<file path="src/rtl/alu_issue_seq.sv">
// Issue sequencer between decode and the register file / ALU. It takes one instruction per
// handshake, reads its operands, runs the ALU, then writes rd back or reports the branch outcome.
module alu_issue_seq #(
    parameter int unsigned DATA_W = 32,
    parameter int unsigned REG_AW = 5
) (
    input  logic              clk,
    input  logic              rst_n,
    input  logic              instr_valid,
    output logic              instr_ready,
    input  logic [3:0]        opcode,
    input  logic [REG_AW-1:0] rs,
    input  logic [REG_AW-1:0] rt,
    input  logic [REG_AW-1:0] rd,
    output logic [REG_AW-1:0] rf_raddr_a,
    output logic [REG_AW-1:0] rf_raddr_b,
    input  logic [DATA_W-1:0] rf_rdata_a,
    input  logic [DATA_W-1:0] rf_rdata_b,
    output logic [DATA_W-1:0] alu_a,
    output logic [DATA_W-1:0] alu_b,
    output logic [2:0]        alu_sel,
    input  logic [DATA_W-1:0] alu_f,
    input  logic              alu_ovf,
    input  logic              alu_zero,
    output logic              rf_we,
    output logic [REG_AW-1:0] rf_waddr,
    output logic [DATA_W-1:0] rf_wdata,
    output logic              br_valid,
    output logic              br_taken,
    output logic              ovf_trap,
    output logic              illegal_op
);

    localparam int unsigned OPC_W = 4;
    localparam logic [OPC_W-1:0] OP_ADD = OPC_W'(0);
    localparam logic [OPC_W-1:0] OP_BEQ = OPC_W'(6);
    localparam logic [OPC_W-1:0] OP_BNE = OPC_W'(7);

    typedef enum logic [1:0] {S_IDLE, S_READ, S_EXEC, S_DONE} state_t;

    state_t            state, state_d;
    logic [OPC_W-1:0]  opcode_q, opcode_d;
    logic [REG_AW-1:0] rd_q, rd_d;
    logic [REG_AW-1:0] raddr_a_d, raddr_b_d, waddr_d;
    logic [DATA_W-1:0] alu_a_d, alu_b_d, wdata_d;
    logic [2:0]        alu_sel_d;
    logic              ready_d, we_d, br_valid_d, br_taken_d, ovf_d, ill_d;

    // Next state plus next value of every registered output; result pulses are computed one
    // cycle early so that they appear registered during DONE.
    always_comb begin
        state_d    = state;
        opcode_d   = opcode_q;
        rd_d       = rd_q;
        raddr_a_d  = rf_raddr_a;
        raddr_b_d  = rf_raddr_b;
        alu_a_d    = alu_a;
        alu_b_d    = alu_b;
        alu_sel_d  = alu_sel;
        waddr_d    = rf_waddr;
        wdata_d    = rf_wdata;
        we_d       = 1'b0;
        br_valid_d = 1'b0;
        br_taken_d = 1'b0;
        ovf_d      = 1'b0;
        ill_d      = 1'b0;
        case (state)
            S_IDLE: begin
                if (instr_valid && instr_ready) begin
                    opcode_d = opcode;
                    rd_d     = rd;
                    if (opcode[3]) begin
                        state_d = S_DONE;
                        ill_d   = 1'b1;
                    end else begin
                        state_d   = S_READ;
                        raddr_a_d = rs;
                        raddr_b_d = rt;
                        alu_sel_d = opcode[2:0];
                    end
                end
            end
            S_READ: begin
                alu_a_d = rf_rdata_a;
                alu_b_d = rf_rdata_b;
                state_d = S_EXEC;
            end
            S_EXEC: begin
                state_d = S_DONE;
                if (opcode_q == OP_BEQ || opcode_q == OP_BNE) begin
                    br_valid_d = 1'b1;
                    br_taken_d = alu_zero;
                end else if (opcode_q == OP_ADD && alu_ovf) begin
                    ovf_d = 1'b1;
                end else if (rd_q != '0) begin
                    we_d    = 1'b1;
                    waddr_d = rd_q;
                    wdata_d = alu_f;
                end
            end
            S_DONE:  state_d = S_IDLE;
            default: state_d = S_IDLE;
        endcase
        ready_d = (state_d == S_IDLE);
    end

    // State and output registers; reset drops any in-flight instruction.
    always_ff @(posedge clk) begin
        if (!rst_n) begin
            state       <= S_IDLE;
            opcode_q    <= '0;
            rd_q        <= '0;
            instr_ready <= 1'b1;
            rf_raddr_a  <= '0;
            rf_raddr_b  <= '0;
            alu_a       <= '0;
            alu_b       <= '0;
            alu_sel     <= '0;
            rf_we       <= 1'b0;
            rf_waddr    <= '0;
            rf_wdata    <= '0;
            br_valid    <= 1'b0;
            br_taken    <= 1'b0;
            ovf_trap    <= 1'b0;
            illegal_op  <= 1'b0;
        end else begin
            state       <= state_d;
            opcode_q    <= opcode_d;
            rd_q        <= rd_d;
            instr_ready <= ready_d;
            rf_raddr_a  <= raddr_a_d;
            rf_raddr_b  <= raddr_b_d;
            alu_a       <= alu_a_d;
            alu_b       <= alu_b_d;
            alu_sel     <= alu_sel_d;
            rf_we       <= we_d;
            rf_waddr    <= waddr_d;
            rf_wdata    <= wdata_d;
            br_valid    <= br_valid_d;
            br_taken    <= br_taken_d;
            ovf_trap    <= ovf_d;
            illegal_op  <= ill_d;
        end
    end

endmodule

</file>
<file path="config.mk">
export PLATFORM = sky130hd
export DESIGN_NAME = alu_issue_seq
export DESIGN_NICKNAME = d
export VERILOG_FILES = /design/src/rtl/alu_issue_seq.sv
export SDC_FILE = /design/constraint.sdc
export NUM_CORES = 1
export LEC_CHECK = 0
export ABC_CLOCK_PERIOD_IN_PS = 2500
export CAP_MARGIN = 10
export CORE_AREA = 3 3 114 116
export CTS_CLUSTER_SIZE = 28
export DETAILED_ROUTE_END_ITERATION = 12
export DIE_AREA = 0 0 117 119
export PLACE_DENSITY = 0.79
export SETUP_SLACK_MARGIN = 0.3
export SLEW_MARGIN = 25
export SYNTH_ARGS = -nofsm -noshare
export SYNTH_HDL_FRONTEND = slang
export SYNTH_SLANG_ARGS = --single-unit
</file>
<file path="constraint.sdc">
create_clock -name clk -period 2.5 [get_ports clk]
set_clock_uncertainty 0.15 [all_clocks]
set_input_delay 0.75 -clock clk [delete_from_list [all_inputs] [get_ports clk]]
set_output_delay 0.75 -clock clk [all_outputs]
set_load 0.03 [all_outputs]
</file>
After elaboration in Yosys (flattened, before gate mapping)
Index checks and enable logic that the tools add are counted.
{ "totals": {"wordCells": 48, "out_inout_bits": 120, "regBits": 131} }
{ "classes": {"muxes": 7, "eq_ne": 5, "bitwise": 5, "n_reduce_logical": 15} }
{ "ops": {"columns": ["op", "count"], "rows": [
  ["AND reduction 3 bit", 3],
  ["== test 4 x 3 -> 1 bit (second input constant)", 2],
  ["case mux 2 bit (4 select lines)", 1],
  ["inverter 1 bit", 5],
  ["nonzero test 5 bit", 1],
  ["== test 2 bit (second input constant)", 2],
  ["zero test 2 bit", 2],
  ["zero test 4 bit", 1],
  ["two-way mux 1 bit", 4],
  ["two-way mux 2 bit", 2],
  ["AND reduction 2 bit", 2],
  ["AND reduction 4 bit", 1],
  ["OR reduction 4 bit", 1],
  ["OR reduction 3 bit", 1],
  ["== test 2 x 1 -> 1 bit (second input constant)", 1],
  ["logical AND 1 bit", 2],
  ["logical OR 1 bit", 1]
]} }

Logic depth before layout (Yosys ltp)
{ "logic_depth": {"depth_word": 4, "mapped_depth": 8, "depth_no_buf": 6} }

Worst setup path after synthesis
No wires, ideal clock.
{ "synth_path": {"path_kind": "input port to flip-flop", "startpoint": "input port alu_ovf", "endpoint": "register rf_we", "slack_ps": 321, "t_required_ps": 2235, "path_stages": 6, "t_arrival_ps": 1914, "cell_sequence": "or4b_4 > a31oi_2 > a21oi_2 > buf_6 > buf_6 > and2_1"} }
{ "synth_between": {"elab_chain_len": 2} }
{ "synth_rtl": {"columns": ["item", "line", "source"], "rows": [
  ["start, declared", "23", "input logic alu_ovf,"],
  ["logical AND 1 bit", "93", "end else if (opcode_q == OP_ADD && alu_ovf) begin"],
  ["OR reduction 4 bit (no line)", null, null],
  ["end signal, assigned", "136", "rf_we <= we_d;"],
  ["end, declared", "25", "output logic rf_we,"]
]} }
Every way passes these cells.
A chain may end at the register's enable or synchronous reset.

Final worst setup path
Same ends and word-level chain as after synthesis.

==> impl_results.html <==
<table>
<tr><th>Metric</th><th>Value</th></tr>
<tr><th colspan="2">Timing</th></tr>
<tr><td>Smallest hold slack</td><td>0.300 ns</td></tr>
<tr><td>Highest clock frequency the design can meet</td><td>458 MHz</td></tr>
<tr><td>Period utilisation layout</td><td>87.3%</td></tr>
<tr><td>Worst-margin pin slew</td><td>0.440 ns</td></tr>
<tr><td>Post-layout minimum cycle time</td><td>2.18 ns</td></tr>
<tr><td>Rel. slew slack</td><td>70.7%</td></tr>
<tr><td>Count of pins over their slew limit</td><td>0</td></tr>
<tr><td>Minimum setup slack in the final design</td><td>0.317 ns</td></tr>
<tr><td>RSZ-0062 raised after global routing</td><td>no</td></tr>
<tr><td>Total setup violations reported at the end of the flow</td><td>0</td></tr>
<tr><td>Count of endpoints failing hold in the final timing report</td><td>0</td></tr>
<tr><th colspan="2">Route</th></tr>
<tr><td>Avg Vias per Cell</td><td>4.80</td></tr>
<tr><td>DRC Markers</td><td>0</td></tr>
<tr><td>Pre-Repair DR Iteration Count</td><td>4</td></tr>
<tr><td>Final WL</td><td>14.0 mm</td></tr>
<tr><td>Via count</td><td>4294</td></tr>
<tr><td>Routed wire length per instance</td><td>15.7 um</td></tr>
<tr><td>Iteration-0 DRC count of the detailed router</td><td>189</td></tr>
<tr><td>Number of antenna-violating nets in the routed design</td><td>0</td></tr>
<tr><th colspan="2">Logic synthesis</th></tr>
<tr><td>Most common cell in the synthesized netlist</td><td>dfxtp_1</td></tr>
<tr><td>Register bit count reported by yosys</td><td>131</td></tr>
<tr><td>Most instantiated cells after synthesis</td><td>dfxtp_1, nand2_1, mux2i_1, nor2_1, a21oi_1</td></tr>
<tr><td>Number of flops mapped to enable cells by yosys</td><td>0</td></tr>
<tr><td>Async set-or-reset flop fraction in the synthesized netlist</td><td>0%</td></tr>
<tr><td>Largest cells by area after synthesis</td><td>dfxtp_1, mux2i_1, nand2_1</td></tr>
<tr><td>Avg Cell Area, Syn</td><td>9.57 sq um</td></tr>
<tr><td>Share of the synthesized area in the top cell type</td><td>54.9%</td></tr>
<tr><td>Post-Synthesis Net Count</td><td>623</td></tr>
<tr><td>Number of distinct library cells after synthesis</td><td>26</td></tr>
<tr><td>Sequential cell area fraction in the yosys report</td><td>54.9%</td></tr>
<tr><td>Count of synthesis-stage warnings from yosys</td><td>0</td></tr>
<tr><td>Largest area contributor in the synthesized netlist</td><td>dfxtp_1</td></tr>
<tr><td>Synthesized area</td><td>4780 sq um</td></tr>
<tr><td>Dominant synthesized flop cell</td><td>dfxtp_1</td></tr>
<tr><td>Number of cells produced by synthesis</td><td>499</td></tr>
<tr><th colspan="2">Place</th></tr>
<tr><td>HPWL after DPL</td><td>10.4 mm</td></tr>
<tr><td>Worst setup timing slack at the placement stage</td><td>-0.158 ns</td></tr>
<tr><td>Cell area after placement</td><td>7370 sq um</td></tr>
<tr><td>Number of I/O port buffers</td><td>239</td></tr>
<tr><td>Final weighted congestion of routability-driven global placement</td><td>0.762</td></tr>
<tr><th colspan="2">Hold path</th></tr>
<tr><td>Type of the tightest min-delay check</td><td>register to register</td></tr>
<tr><td>Hold Path Depth</td><td>2</td></tr>
<tr><td>Hold Crit Start</td><td>rf_raddr_b[2]</td></tr>
<tr><td>Hold endpoint</td><td>rf_raddr_b[2]</td></tr>
<tr><th colspan="2">Status</th></tr>
<tr><td>Status</td><td>complete, no violations</td></tr>
<tr><th colspan="2">Die</th></tr>
<tr><td>Vertical extent of the die</td><td>119 um</td></tr>
<tr><td>Row cnt</td><td>40</td></tr>
<tr><td>Die area</td><td>13900 sq um</td></tr>
<tr><td>Effective utilization at floorplan</td><td>39.8%</td></tr>
<tr><td>Chip Width</td><td>117 um</td></tr>
<tr><td>CORE AREA</td><td>12000 sq um</td></tr>
<tr><td>Number of I/O pins</td><td>240</td></tr>
<tr><th colspan="2">Clock tree</th></tr>
<tr><td>Register clock-pin slew on the reported worst setup and hold paths</td><td>0.05 ns</td></tr>
<tr><td>Post-CTS setup repair buffer count</td><td>0</td></tr>
<tr><td>Maximum count of clock buffers along a single path</td><td>2</td></tr>
<tr><td>Clock insertion delay at the later pin of the skew report</td><td>0.40 ns</td></tr>
<tr><td>Clock H-tree levels</td><td>4</td></tr>
<tr><td>TritonCTS Buffers</td><td>17</td></tr>
<tr><td>Library cell used as clock root buffer</td><td>clkbuf_16</td></tr>
<tr><td>Clock Sink Count</td><td>131</td></tr>
<tr><td>TritonCTS clock tree</td><td>done</td></tr>
<tr><th colspan="2">Critical path</th></tr>
<tr><td>Worst endpoint data arrival time</td><td>2.33 ns</td></tr>
<tr><td>Critical Path End Type</td><td>register</td></tr>
<tr><td>Maximum fanout along the worst path</td><td>10</td></tr>
<tr><td>Startpoint of the most critical register-to-register path</td><td>state[0]</td></tr>
<tr><td>Critical path data required time</td><td>2.65 ns</td></tr>
<tr><td>Number of cells traversed by the worst register-to-register path</td><td>7</td></tr>
<tr><td>Capturing point of the worst reg2reg path</td><td>rf_wdata[25]</td></tr>
<tr><td>CP startpoint kind</td><td>input port</td></tr>
<tr><td>Classification of the worst setup path</td><td>input port to register</td></tr>
<tr><td>Worst reg2reg setup slack</td><td>0.66 ns</td></tr>
<tr><th colspan="2">Final layout</th></tr>
<tr><td>Diode count</td><td>0</td></tr>
<tr><td>Fraction of layout instances using a drive strength above 1</td><td>6.28%</td></tr>
<tr><td>Synthesis-to-finish area growth</td><td>62.1%</td></tr>
<tr><td>Post-route standard cell area excluding fillers</td><td>7740 sq um</td></tr>
<tr><td>NumNets Final</td><td>861</td></tr>
<tr><th colspan="2">Pwr</th></tr>
<tr><td>Leakage power</td><td>3.45 nW</td></tr>
<tr><td>Max VDD drop</td><td>504 uV</td></tr>
<tr><td>Cell area power density</td><td>943 nW/um^2</td></tr>
<tr><th colspan="2">Global routing</th></tr>
<tr><td>Global-route total usage across every layer</td><td>20.0%</td></tr>
<tr><td>Pin count of the biggest net entering global routing</td><td>79</td></tr>
<tr><td>Wire length of the first global-routing pass</td><td>21.7 mm</td></tr>
<tr><td>Initial antenna violation count</td><td>0</td></tr>
<tr><td>Vias in the first global route</td><td>4378</td></tr>
<tr><td>Total gr overflow</td><td>0</td></tr>
<tr><th colspan="2">Run</th></tr>
<tr><td>Max-capacitance violation count</td><td>0</td></tr>
</table>
-- routing by layer --
| layer | vias to the layer above | global-route usage, % | part of all wire, % |
|---|---|---|---|
| li1 | 2109 | - | - |
| met1 | 1953 | 22.0 | 39 |
| met2 | 203 | 32.6 | 47 |
| met3 | 29 | 10.1 | 12 |
| met4 | 0 | 7.89 | 2.7 |
| met5 | - | 0 | 0 |
-- cell type report --
class | instances | area, sq um
inverter | 3 | 11.3
clock inverter | 6 | 30.0
clock buffer | 24 | 492
timing repair buffer | 251 | 2370
tap | 147 | 184
multi-input combinational | 333 | 2030
sequential | 131 | 2620
fill | 996 | 4270
-- sequential cells by signal, summed over array words and instances, names as in the netlist --
signal and flops:
rf_wdata 32, ovf_trap 1, br_taken 1, rf_waddr 5, rf_we 1, br_valid 1
rd_q 5, rf_raddr_b 5, alu_a 32, state 2, alu_b 32, alu_sel 3
illegal_op 1, instr_ready 1, opcode_q 4, rf_raddr_a 5
-- cells in the final DEF (no fill, tap or decap), types with 2 or more instances in the layout --
cell and count:
dfxtp_1 131, nand2_1 119, dlygate4sd2_1 119, clkdlybuf4s50_1 118, mux2i_1 99, nor2_1 70, a21oi_1 21, clkbuf_16 17
buf_4 8, clkinv_2 6, clkbuf_8 4, buf_12 4, and2_1 3, ha_1 3, clkbuf_1 3, inv_1 2
nor3_1 2, o22ai_1 2, and3_1 2, nand3_1 2
-- where the power goes --
| part | internal, W | leakage (nW) | switching [W] |
|---|---|---|---|
| clock | 0.00135 | 0.265 | 0.000826 |
| sequential | 0.00244 | 1.06 | 0.000190 |
| combinational | 0.00103 | 2.12 | 0.00146 |
-- metrics by stage --
stage                     utilization, %  TNS (ns)  total power (W)  std cells
after floorplan                        -         0          0.00428        499
final                               64.5         0          0.00730        895
after global routing                64.5         0          0.00766        895
after CTS                           64.5         0          0.00739        895
after detailed placement            61.3     -4.30          0.00539        865
after global placement              61.3     -3.14          0.00531        865
-- what timing repair did --
action | 4_1_cts | 5_1_grt
hold buffers | 0 | 0
pin swaps | 0 | 0
gates resized for setup | 121 | 2
endpoints found under the setup margin | 122 | 1
-- worst max path at each step --
stage                     start     endpoint  cells past startpoint
finish                  alu_ovf        rf_we                      6
detailed placement      alu_ovf        rf_we                      6
global route            alu_ovf        rf_we                      6
CTS                 instr_ready  instr_ready                      1
floorplan               alu_ovf        rf_we                      6
global placement        alu_ovf        rf_we                      6
-- cell families after synthesis --
kind of cell,synth area share [%]
AOI/OAI and AO/OA,3.33
adders and majority gates,1.05
buffers and inverters,3.27
DFF,54.9
muxes,20.7
and+or+nand+nor,16.7
-- worst max-delay path: stages --
cell,delay [ns]
clkdlybuf4s50_1,0.46
or4b_4,0.48
a31oi_4,0.21
a21oi_4,0.06
buf_4,0.21
and2_1,0.16
No activity file was read; power rests on OpenSTA's default activity.
